==> src/rtl/nand_gate.sv <==
// nand_gate: WIDTH-lane 3-input NAND with a registered copy
// and a lane-0 truth-table coverage tracker.
module nand_gate #(
  parameter int WIDTH = 1
) (
  input  logic             clk,
  input  logic             rst,
  input  logic [WIDTH-1:0] a,
  input  logic [WIDTH-1:0] b,
  input  logic [WIDTH-1:0] c,
  input  logic             in_valid,
  input  logic             cov_clr,
  output logic [WIDTH-1:0] y,
  output logic [WIDTH-1:0] y_q,
  output logic             out_valid,
  output logic [7:0]       cov,
  output logic             cov_all
);

  logic [2:0] idx;

  assign y       = ~(a & b & c);
  assign idx     = {a[0], b[0], c[0]};
  assign cov_all = &cov;

  always_ff @(posedge clk) begin
    if (rst) begin
      y_q       <= '0;
      out_valid <= 1'b0;
    end else begin
      out_valid <= in_valid;
      if (in_valid) begin
        y_q <= y;
      end
    end
  end

  // Clear wins over a same-cycle sample, which is dropped.
  always_ff @(posedge clk) begin
    if (rst) begin
      cov <= 8'h00;
    end else if (cov_clr) begin
      cov <= 8'h00;
    end else if (in_valid) begin
      cov[idx] <= 1'b1;
    end
  end

endmodule

==> config.mk <==
export PLATFORM = sky130hd
export DESIGN_NAME = nand_gate
export DESIGN_NICKNAME = d
export VERILOG_FILES = /design/src/rtl/nand_gate.sv
export SDC_FILE = /design/constraint.sdc
export NUM_CORES = 1
export LEC_CHECK = 0
export BUFFER_PORTS_ARGS = -buffer_cell sky130_fd_sc_hd__buf_4
export CORE_AREA = 10 10 47 49
export DETAILED_ROUTE_END_ITERATION = 12
export DIE_AREA = 0 0 57 59
export GPL_ROUTABILITY_DRIVEN = 0
export PLACE_DENSITY_LB_ADDON = 0.3
export SETUP_SLACK_MARGIN = 0.15
export SYNTH_ARGS = -nofsm -noshare
export SYNTH_HDL_FRONTEND = slang
export SYNTH_SLANG_ARGS = --single-unit
==> constraint.sdc <==
create_clock -name clk -period 1.5 [get_ports clk]
set_input_delay 0 -clock clk [delete_from_list [all_inputs] [get_ports clk]]
set_output_delay 0 -clock clk [all_outputs]
set_load 0.05 [all_outputs]
==> Implementation_results.wiki <==
{| class="wikitable"
! Metric !! Value
|-
| Final Critical Period || roughly 1100 ps
|-
| R2r setup slk || between 800 and 900 ps
|-
| Startpoint Class || primary input
|-
| Buffers added on ports || 18
|-
| Worst-path cell with the longest stage delay || sky130_fd_sc_hd__dlygate4sd3_1
|-
| Worst path cell trace || dlygate4sd3_1 -> buf_4 -> nor2_1 -> o21a_1
|-
| Slew margin rel. || 0.620
|-
| Count of state elements after synthesis || 10
|-
| Final setup violation count || 0
|-
| Remaining number of nets flagged by the antenna check after routing || 0
|-
| Number of max-capacitance violations reported || 0
|-
| Reported leakage power || 0.251 nW
|-
| Worst slack after detailed placement || 679 ps
|-
| Iteration-0 DRC Markers || 2
|-
| Number of failing hold endpoints at the final stage || 0
|-
| Count leader, synth || sky130_fd_sc_hd__dfxtp_1
|-
| Vias post-DR || 369
|-
| Critical path fanouts, max || 8
|-
| Post-Route Skew || 0 ps
|-
| Clock tree from TritonCTS || done
|-
| Nature of the critical path endpoint || flop
|-
| Clock insertion delay at the later pin of the skew report || ~250 ps
|-
| Setup TNS after final layout || 0 ps
|-
| Netlist area before placement || 390 um^2
|-
| Setup repair after global routing missed its margin || false
|-
| Wire length of the first global-routing pass || 1700 um
|-
| Crit path setup slack, layout || 385 ps
|-
| Initial antenna violation count || 0
|-
| Maximum vdd drop || 0.459 mV
|-
| Maximum number of pins on one net before global-route repair || 11
|-
| Height of the die || 59 um
|-
| Number of flops mapped to enable cells by yosys || 0
|-
| Post-synth top cells || sky130_fd_sc_hd__dfxtp_1, sky130_fd_sc_hd__o21a_1, sky130_fd_sc_hd__and4b_2, sky130_fd_sc_hd__and4bb_2, sky130_fd_sc_hd__nor2_1
|-
| Total area of multi-input combinational cells || 193 um^2
|-
| Final max-slew violation count || 0
|-
| Number of primary I/O pins || 19
|-
| Capture point of the critical path || cov[7]$_SDFFE_PP0P_
|-
| Worst Path Arrival || 1310 ps
|-
| Fraction of final layout cells sized beyond drive strength 1 || 0.518
|-
| Depth of the worst register-to-register path || 1
|-
| GRT overflow || 0
|-
| DRC Markers || 0
|-
| Overall Global Routing Usage || 0.0616
|-
| Net count reported at finish || 65
|-
| Number of different library cells in the post-synthesis netlist || 11
|-
| Vias in the first global route || 360
|-
| Detailed-route wire length || around 1000 um
|-
| Area of the placeable core || 1400 um^2
|-
| Cell depth of the worst hold path || 2
|-
| Terminus of the critical flop-to-flop path || cov[0]$_SDFFE_PP0P_
|-
| Filler cells || ~160
|-
| Critical path class || in -> reg
|-
| Most area-consuming cells after synthesis || sky130_fd_sc_hd__dfxtp_1, sky130_fd_sc_hd__o21a_1, sky130_fd_sc_hd__and4bb_2, sky130_fd_sc_hd__and4b_2, sky130_fd_sc_hd__nand4_1
|-
| Number of iterations in the first detailed-routing pass || 3
|-
| Number of clock sinks || 10
|-
| Required time reported for the critical path endpoint || 1700 ps
|-
| Worst Hold Class || in -> reg
|-
| H-tree lvl count || 1
|-
| Setup crit start || rst
|-
| Avg WL per Cell || 13.9 um
|-
| Number of vias per cell after detailed routing || 5.13
|-
| Delay contributed by the slowest stage of the critical path || 530 ps
|-
| CTS clock-pin slew for the worst setup and hold paths || 60 ps
|-
| Share of synthesized area occupied by flip-flops and latches || 0.513
|-
| Post-cts resize count || 0
|-
| Placed cell areas || about 550 um^2
|-
| Status || finished clean
|-
| Critical R2R Launch || cov[0]$_SDFFE_PP0P_
|-
| Clock root buffer || sky130_fd_sc_hd__clkbuf_4
|-
| Main flop type after synthesis || sky130_fd_sc_hd__dfxtp_1
|-
| Area taken by flip-flops and latches || roughly 200 um^2
|-
| Share of async-settable or async-resettable flops after synthesis || 0
|-
| Cell area after layout || 581 um^2
|-
| Max Clk Rate || 897 MHz
|-
| Power density over cell area || 914 nW/um^2
|-
| Horizontal extent of the die || 57 um
|-
| Post-synth net total || 41
|-
| Slew at the pin closest to its max-slew limit || 567 ps
|-
| Effective utilization at floorplan || 0.279
|-
| Yosys Warn Count || 0
|-
| Maximum count of clock buffers along a single path || 2
|-
| Share of Yosys cell area claimed by the top area cell type || 0.513
|-
| Yosys top cell by area || sky130_fd_sc_hd__dfxtp_1
|-
| Placement Rows || 14
|-
| Synthesized area per cell || 11.5 um^2
|-
| Diodes inserted || 0
|-
| Overall die area || 3360 um^2
|-
| Final worst-path cycle share || 0.743
|-
| Synthesized netlist cell count || 34
|-
| Number of buffers created by CTS || 3
|-
| Layout area overhead || 48.7%
|}
[where the power goes]
group	switching (W)	internal [W]	leakage, nW
logic	0.0000493	0.0000328	0.156
clock network	0.0000805	0.0000921	0.0138
registers	0.00000359	0.000272	0.0813
total	0.000133	0.000397	0.251
[placed cells by master (no fill, tap or decap), drive strengths merged, types with 2 or more instances in the layout]
cell    count
and4b       3
and4bb      3
buf        18
clkbuf      3
dfxtp      10
nand4       2
nor2        3
o21a        8
[worst min-delay path by stage]
stage	end	slack, ps	from
5_1_grt	out_valid$_SDFF_PP0_	50	in_valid
3_3_place_gp	out_valid$_SDFF_PP0_	180	rst
2_1_floorplan	out_valid$_SDFF_PP0_	70	rst
3_5_place_dp	out_valid$_SDFF_PP0_	180	rst
6_report	out_valid$_SDFF_PP0_	30	in_valid
4_1_cts	out_valid$_SDFF_PP0_	40	in_valid
[routing by layer]
metal	track usage	share of wire	up-vias	routed length [um]
li1	-	-	182	-
met3	0.0279	0.081	2	81
met5	0	0	-	0
met2	0.0961	0.47	12	470
met4	0.0201	0.0090	0	9
met1	0.0733	0.44	173	437
[area by class of cell]
type                    count  area share
repair buffers             19       0.250
multi-input cells          24       0.332
flip-flops and latches     10       0.345
clock buffers               3      0.0388
well taps                  16      0.0345
[registers in the layout, indices dropped and copies added (netlist names)]
name / flops
cov: 8
out_valid: 1
y_q: 1
[metrics by stage]
stage	util	std cells	total power (W)	hold WS, ps
after CTS	0.414	72	0.000537	36.0
after global routing	0.414	72	0.000562	45.9
final	0.414	72	0.000530	34.0
after floorplan	-	34	0.000325	71.6
after detailed placement	0.391	68	0.000363	184
after global placement	0.391	68	0.000361	181
[timing repair]
item                      CTS  global route
hold endpoints to repair    2             0
hold buffers                1             0
setup buffers               0             0
[cell families after synthesis]
group / synth area share
AOI/OAI and AO/OA: 0.154
DFF: 0.513
and+or+nand+nor: 0.333
[worst max-delay path: cells and delay by family]
| family | cells | cell delay [ps] |
|---|---|---|
| buffers and inverters | 2 | 670 |
| and+or+nand+nor | 1 | 430 |
| AOI/OAI and AO/OA | 1 | 200 |
No activity file was read; power rests on OpenSTA's default activity.
